[config.mk]
export PLATFORM = sky130hd
export DESIGN_NAME = cmos_dual_burst_arb
export DESIGN_NICKNAME = d
export VERILOG_FILES = /design/src/rtl/cmos_arb_pkg.sv /design/src/rtl/cmos_frame_tracker.sv /design/src/rtl/cmos_dual_burst_arb.sv
export SDC_FILE = /design/constraint.sdc
export NUM_CORES = 1
export LEC_CHECK = 0
export CAP_MARGIN = 10
export CORE_ASPECT_RATIO = 0.75
export CORE_MARGIN = 2
export CORE_UTILIZATION = 43
export CTS_CLUSTER_DIAMETER = 200
export DETAILED_ROUTE_END_ITERATION = 16
export GPL_ROUTABILITY_DRIVEN = 1
export PLACE_DENSITY = 0.86
export SLEW_MARGIN = 5
export SYNTH_ARGS = -nofsm -noshare
export SYNTH_HDL_FRONTEND = slang
export SYNTH_HIERARCHICAL = 1
export SYNTH_SLANG_ARGS = --single-unit
[constraint.sdc]
create_clock -name clk -period 3.1 [get_ports clk]
set_input_delay 0.775 -clock clk [delete_from_list [all_inputs] [get_ports clk]]
set_output_delay 0.775 -clock clk [all_outputs]
set_load 0.05 [all_outputs]
[src/rtl/cmos_arb_pkg.sv]
// Shared types and constants for the dual-camera burst arbiter.
package cmos_arb_pkg;

  typedef enum logic {
    IDLE  = 1'b0,
    BURST = 1'b1
  } arb_state_e;

  localparam logic CH_CMOS1 = 1'b0;
  localparam logic CH_CMOS2 = 1'b1;

  // Ceiling log2, used to size the beat counter from BURST_LEN.
  function automatic int clog2(input int v);
    int r;
    int x;
    r = 0;
    x = v - 1;
    while (x > 0) begin
      r++;
      x = x >> 1;
    end
    return r;
  endfunction

endpackage

[src/rtl/cmos_frame_tracker.sv]
// Per-channel frame bookkeeping: counts frame-start pulses and keeps a
// start-of-frame pending flag until the first beat of the next burst.
module cmos_frame_tracker (
  input  logic        clk,
  input  logic        rst,
  input  logic        frame_start_i,
  input  logic        sof_clr_i,
  output logic [15:0] frame_cnt_o,
  output logic        sof_pend_o
);

  logic [15:0] frame_cnt_q, frame_cnt_d;
  logic        sof_pend_q, sof_pend_d;

  // Next state: a new frame start beats a same-cycle clear so the flag
  // survives into the following burst.
  always_comb begin
    frame_cnt_d = frame_cnt_q;
    sof_pend_d  = sof_pend_q;
    if (frame_start_i) begin
      frame_cnt_d = frame_cnt_q + 16'd1;
      sof_pend_d  = 1'b1;
    end else if (sof_clr_i) begin
      sof_pend_d  = 1'b0;
    end
  end

  // State registers.
  always_ff @(posedge clk or posedge rst) begin
    if (rst) begin
      frame_cnt_q <= '0;
      sof_pend_q  <= 1'b0;
    end else begin
      frame_cnt_q <= frame_cnt_d;
      sof_pend_q  <= sof_pend_d;
    end
  end

  assign frame_cnt_o = frame_cnt_q;
  assign sof_pend_o  = sof_pend_q;

endmodule

[src/rtl/cmos_dual_burst_arb.sv]
// Round-robin arbiter granting whole bursts from two camera FIFOs onto one
// valid/ready stream, tagged with channel, start-of-frame and last-beat.
module cmos_dual_burst_arb
  import cmos_arb_pkg::*;
#(
  parameter int DW        = 16,
  parameter int BURST_LEN = 16,
  parameter int LVL_W     = 10
) (
  input  logic             clk,
  input  logic             rst,
  input  logic [1:0]       ch_en,
  input  logic             ch0_frame_start,
  input  logic [LVL_W-1:0] ch0_rd_cnt,
  input  logic [DW-1:0]    ch0_rd_data,
  output logic             ch0_rd_en,
  input  logic             ch1_frame_start,
  input  logic [LVL_W-1:0] ch1_rd_cnt,
  input  logic [DW-1:0]    ch1_rd_data,
  output logic             ch1_rd_en,
  output logic             out_valid,
  input  logic             out_ready,
  output logic [DW-1:0]    out_data,
  output logic             out_ch,
  output logic             out_sof,
  output logic             out_last,
  output logic             busy,
  output logic [15:0]      ch0_frame_cnt,
  output logic [15:0]      ch1_frame_cnt
);

  localparam int              BW        = clog2(BURST_LEN);
  localparam logic [LVL_W-1:0] BURST_THR = LVL_W'(BURST_LEN);
  localparam logic [BW-1:0]    LAST_BEAT = BW'(BURST_LEN - 1);

  arb_state_e      state_q, state_d;
  logic            out_ch_q, out_ch_d;
  logic            last_grant_q, last_grant_d;
  logic [BW-1:0]   beat_cnt_q, beat_cnt_d;

  logic [1:0]       eligible;
  logic [1:0]       frame_start;
  logic [1:0]       sof_pend;
  logic [1:0]       sof_clr;
  logic [1:0][15:0] frame_cnt;
  logic             grant;
  logic             first_beat;

  assign eligible[CH_CMOS1] = ch_en[CH_CMOS1] & (ch0_rd_cnt >= BURST_THR);
  assign eligible[CH_CMOS2] = ch_en[CH_CMOS2] & (ch1_rd_cnt >= BURST_THR);

  // On a tie the channel that did not win last time gets the grant.
  assign grant = (&eligible) ? ~last_grant_q : eligible[CH_CMOS2];

  assign busy       = (state_q == BURST);
  assign first_beat = busy & (beat_cnt_q == '0);
  assign out_ch     = out_ch_q;
  assign out_data   = out_ch_q ? ch1_rd_data : ch0_rd_data;
  assign out_sof    = sof_pend[out_ch_q] & first_beat;

  assign frame_start = {ch1_frame_start, ch0_frame_start};

  genvar gi;
  generate
    for (gi = 0; gi < 2; gi++) begin : g_trk
      assign sof_clr[gi] = first_beat & out_ready & (out_ch_q == 1'(gi));
      cmos_frame_tracker u_trk (
        .clk           (clk),
        .rst           (rst),
        .frame_start_i (frame_start[gi]),
        .sof_clr_i     (sof_clr[gi]),
        .frame_cnt_o   (frame_cnt[gi]),
        .sof_pend_o    (sof_pend[gi])
      );
    end
  endgenerate

  assign ch0_frame_cnt = frame_cnt[CH_CMOS1];
  assign ch1_frame_cnt = frame_cnt[CH_CMOS2];

  // Grant selection in IDLE, beat handshake and burst termination in BURST.
  always_comb begin
    state_d      = state_q;
    out_ch_d     = out_ch_q;
    last_grant_d = last_grant_q;
    beat_cnt_d   = beat_cnt_q;
    out_valid    = 1'b0;
    out_last     = 1'b0;
    ch0_rd_en    = 1'b0;
    ch1_rd_en    = 1'b0;
    case (state_q)
      IDLE: begin
        if (|eligible) begin
          out_ch_d     = grant;
          last_grant_d = grant;
          beat_cnt_d   = '0;
          state_d      = BURST;
        end
      end
      BURST: begin
        out_valid = 1'b1;
        out_last  = (beat_cnt_q == LAST_BEAT);
        if (out_ch_q) ch1_rd_en = out_ready;
        else          ch0_rd_en = out_ready;
        if (out_ready) begin
          beat_cnt_d = beat_cnt_q + BW'(1);
          if (out_last) state_d = IDLE;
        end
      end
      default: state_d = IDLE;
    endcase
  end

  // Arbiter state; reset makes ch0 the winner of the first tie.
  always_ff @(posedge clk or posedge rst) begin
    if (rst) begin
      state_q      <= IDLE;
      out_ch_q     <= CH_CMOS1;
      last_grant_q <= CH_CMOS2;
      beat_cnt_q   <= '0;
    end else begin
      state_q      <= state_d;
      out_ch_q     <= out_ch_d;
      last_grant_q <= last_grant_d;
      beat_cnt_q   <= beat_cnt_d;
    end
  end

endmodule
==> reports/results.ini <==
[status]
status = complete, no violations

[clock_network]
cts.sinks = 41
cts_made_buffers = 5
cts_tree = yes
postCtsSetupBuffers = 0
cts.htree.levels = 2
cts_root_buf = clkbuf_8
cts_hold_buf = 0
clock_latency_ps = 280
clockBufferDepth = 2
clkTransAtPathRegs_ps = 80
cts_resized = 0

[floorplanning]
die-height_microns = 66.3
coreArea_sq_um = 4930
start_util = 0.452
ios = 114
die-area_sq_um = 5770
die_w_microns = 87.1
rows = 22

[synth]
synth_compound_area_frac = 0.0601
synth_xor_area_frac = 0.118
synth_simple_gate_area_frac = 0.214
yosysUniqueCellTypes = 37
syn_nets = 264
yosysSeqAreaShare = 0.461
yosys-mux-area-fraction = 0.0956
synthCells = 201
synth_top_family_by_area = simple AND/OR/NAND/NOR gates
ys_ff_latch = 41
yosys_warnings = 6
netlist_area_sq_um = 2230
avgSynthCellArea_sq_um = 11.1
synthAdderAreaFrac = 0.0225

[worst_setup_path]
rrSetupSlack_ps = 1540
worstSetupPathType = flop to output port
r2r_start = g_trk[0].u_trk/frame_cnt_o[0]
r2r_end = g_trk[0].u_trk/frame_cnt_o[14]
crit_slowest_cell = clkdlybuf4s50_1
critPathBufInv = 2
endpoint_kind = output port
crit_chain = inv_1 > ha_1 > nand2_1 > nor4_2 > clkdlybuf4s50_1
start_kind = flop
crit_arrival_ps = 2080
cpPeakStageDelay_ps = 850
critPathRequiredTime_ps = 2320
critPathTopFamily = buffers and inverters
cp_max_fo = 3
reg2reg_depth = 4

[global_route]
grt_pass1_vias = 1825
grt_max_degree = 23
grt_usage = 0.197
grt_pass1_wl_microns = 8870
antenna_found_initial = 0
grt-ovfl-total = 0

[timing]
hold_viol = 0
slew-limit-headroom = 0.548
fmax_mhz = 351
drv_slew = 0
final.setup.tns_ps = 0
period_needed_ps = 2850
rsz0062_at_grt = false
skew_ps = 7.66
setup-violations-final = 0
finalCritPeriodShare = 0.920
tightest_slew_ps = 677
final.setup.worst_slack_ps = 248

[power]
power_density_nw_per_um2 = 822
total_power_mw = 2.82
ir_drop_v = 0.000788
p_leak_nw = 1.51

[place]
dpl_worst_slack_ps = 414
portBuffers = 105
dp_hpwl_microns = 4300
gp_congestion = 0.789
postPlaceCellArea_sq_um = 3320

[cells_and_area]
final_cell_mix = 87 x clkdlybuf4s50_1, 40 x dfrtp_1, 22 x xor2_1
fin_util = 0.695
nFillCells = 368
multi_input_area_sq_um = 1140
final_area_sq_um = 3420
antenna_cells = 0
syn_to_final_growth_pct = 53.9
layout_commonest_cell = clkdlybuf4s50_1
finish.net_count = 371
seqCellArea_sq_um = 1030
drive_gt1_frac = 0.192

[detailed_routing]
routed-wl-met3_microns = 315
top_layer_used = met4
via_per_inst = 5.18
drt-wirelength-per-cell_microns = 14.8
final_antenna_net_count = 0
vias = 1907
dr.pass1.iters = 4
drt_iter0_markers = 49
wl_met1_microns = 2470
drt-total-wl_microns = 5440
drc = 0
wl_met2_microns = 2640

[hold_path]
hp-start = g_trk[1].u_trk/frame_cnt_o[15]
whs_path_depth = 1
hp-class = flop to flop
hold_path_end = g_trk[1].u_trk/frame_cnt_o[15]

[run]
maxCapViolCount = 0

==> cells in the mapped netlist <==
| cell type | n | area (sq um) |
|---|---|---|
| buf_1 | 1 | 3.75 |
| buf_2 | 2 | 10.0 |
| mux2_1 | 2 | 22.5 |
| xor2_1 | 22 | 193 |
| mux2_2 | 16 | 180 |
| and3_1 | 4 | 25.0 |
| ha_1 | 4 | 50.1 |
| dfrtp_1 | 40 | 1000 |
| or2_2 | 1 | 6.26 |
| o211ai_2 | 1 | 12.5 |
| a21boi_2 | 1 | 11.3 |
| nor3_1 | 5 | 25.0 |
| buf_4 | 1 | 7.51 |
| nand4_2 | 2 | 25.0 |
| and4_1 | 1 | 8.76 |
| mux2i_1 | 1 | 10.0 |
| nor4_2 | 2 | 25.0 |
| o32a_1 | 1 | 10.0 |
| nand2b_1 | 1 | 6.26 |
| nor2_1 | 12 | 45.0 |
| o31ai_4 | 2 | 42.5 |
| clkbuf_1 | 3 | 11.3 |
| xnor2_1 | 8 | 70.1 |
| o31ai_1 | 1 | 7.51 |
| a21o_1 | 2 | 15.0 |
| a31oi_1 | 4 | 25.0 |
| or4_4 | 2 | 22.5 |
| nand4_4 | 2 | 42.5 |
| nand3_1 | 1 | 5.00 |
| o21ai_0 | 1 | 5.00 |
| a21oi_1 | 1 | 5.00 |
| dfstp_2 | 1 | 26.3 |
| nand2_1 | 18 | 67.6 |
| inv_1 | 8 | 30.0 |
| nor4_1 | 9 | 56.3 |
| nand4_1 | 17 | 106 |
| nand3_2 | 1 | 10.0 |
==> routing by layer <==
layer / GRT usage / up-vias
li1: - / 945
met5: 0 / -
met1: 0.258 / 907
met2: 0.334 / 53
met4: 0.0332 / 0
met3: 0.0512 / 2
==> flip-flops by register name, summed over array words and instances, names as in the netlist <==
name                     count
beat_cnt_q                   4
out_ch                       1
last_grant_q                 1
g_trk.u_trk/sof_pend_o       2
g_trk.u_trk/frame_cnt_o     32
busy                         1
==> stage by stage <==
step,cells,hold slack [ps]
3_3_place_gp,361,457
5_1_grt,368,492
2_1_floorplan,201,453
6_report,368,464
3_5_place_dp,361,457
4_1_cts,368,471
==> where the power goes <==
part | switching (mW) | internal [mW]
clock network | 0.169 | 0.234
registers | 0.214 | 0.672
logic | 0.946 | 0.581
==> layout make-up <==
| cell class | count | share of cell area |
|---|---|---|
| flip-flops and latches | 41 | 0.300 |
| clock inverters | 2 | 0.0102 |
| inverters | 8 | 0.00877 |
| clock buffers | 5 | 0.0201 |
| repair buffers | 107 | 0.305 |
| multi-input cells | 145 | 0.334 |
| well taps | 60 | 0.0219 |
==> logic make-up (layout without fill, tap and decap cells) <==
family                     after synthesis  after routing
and+or+nand+nor                         78             78
DFF                                     41             41
xor gates and xnor gates                30             30
muxes                                   19             19
buffers and inverters                   15            122
AOI/OAI and AO/OA                       14             14
adders and majority gates                4              4
==> worst max-delay path by stage <==
stage | start | to | slack, ps | cells after the start
final | beat_cnt_q[1] | out_sof | 250 | 5
after global routing | beat_cnt_q[1] | out_sof | 130 | 5
after CTS | beat_cnt_q[1] | out_sof | 230 | 5
after detailed placement | out_ready | ch0_rd_en | 410 | 4
after global placement | out_ready | ch0_rd_en | 420 | 4
after floorplan | busy | out_sof | 530 | 2
No activity file was read; power rests on OpenSTA's default activity.
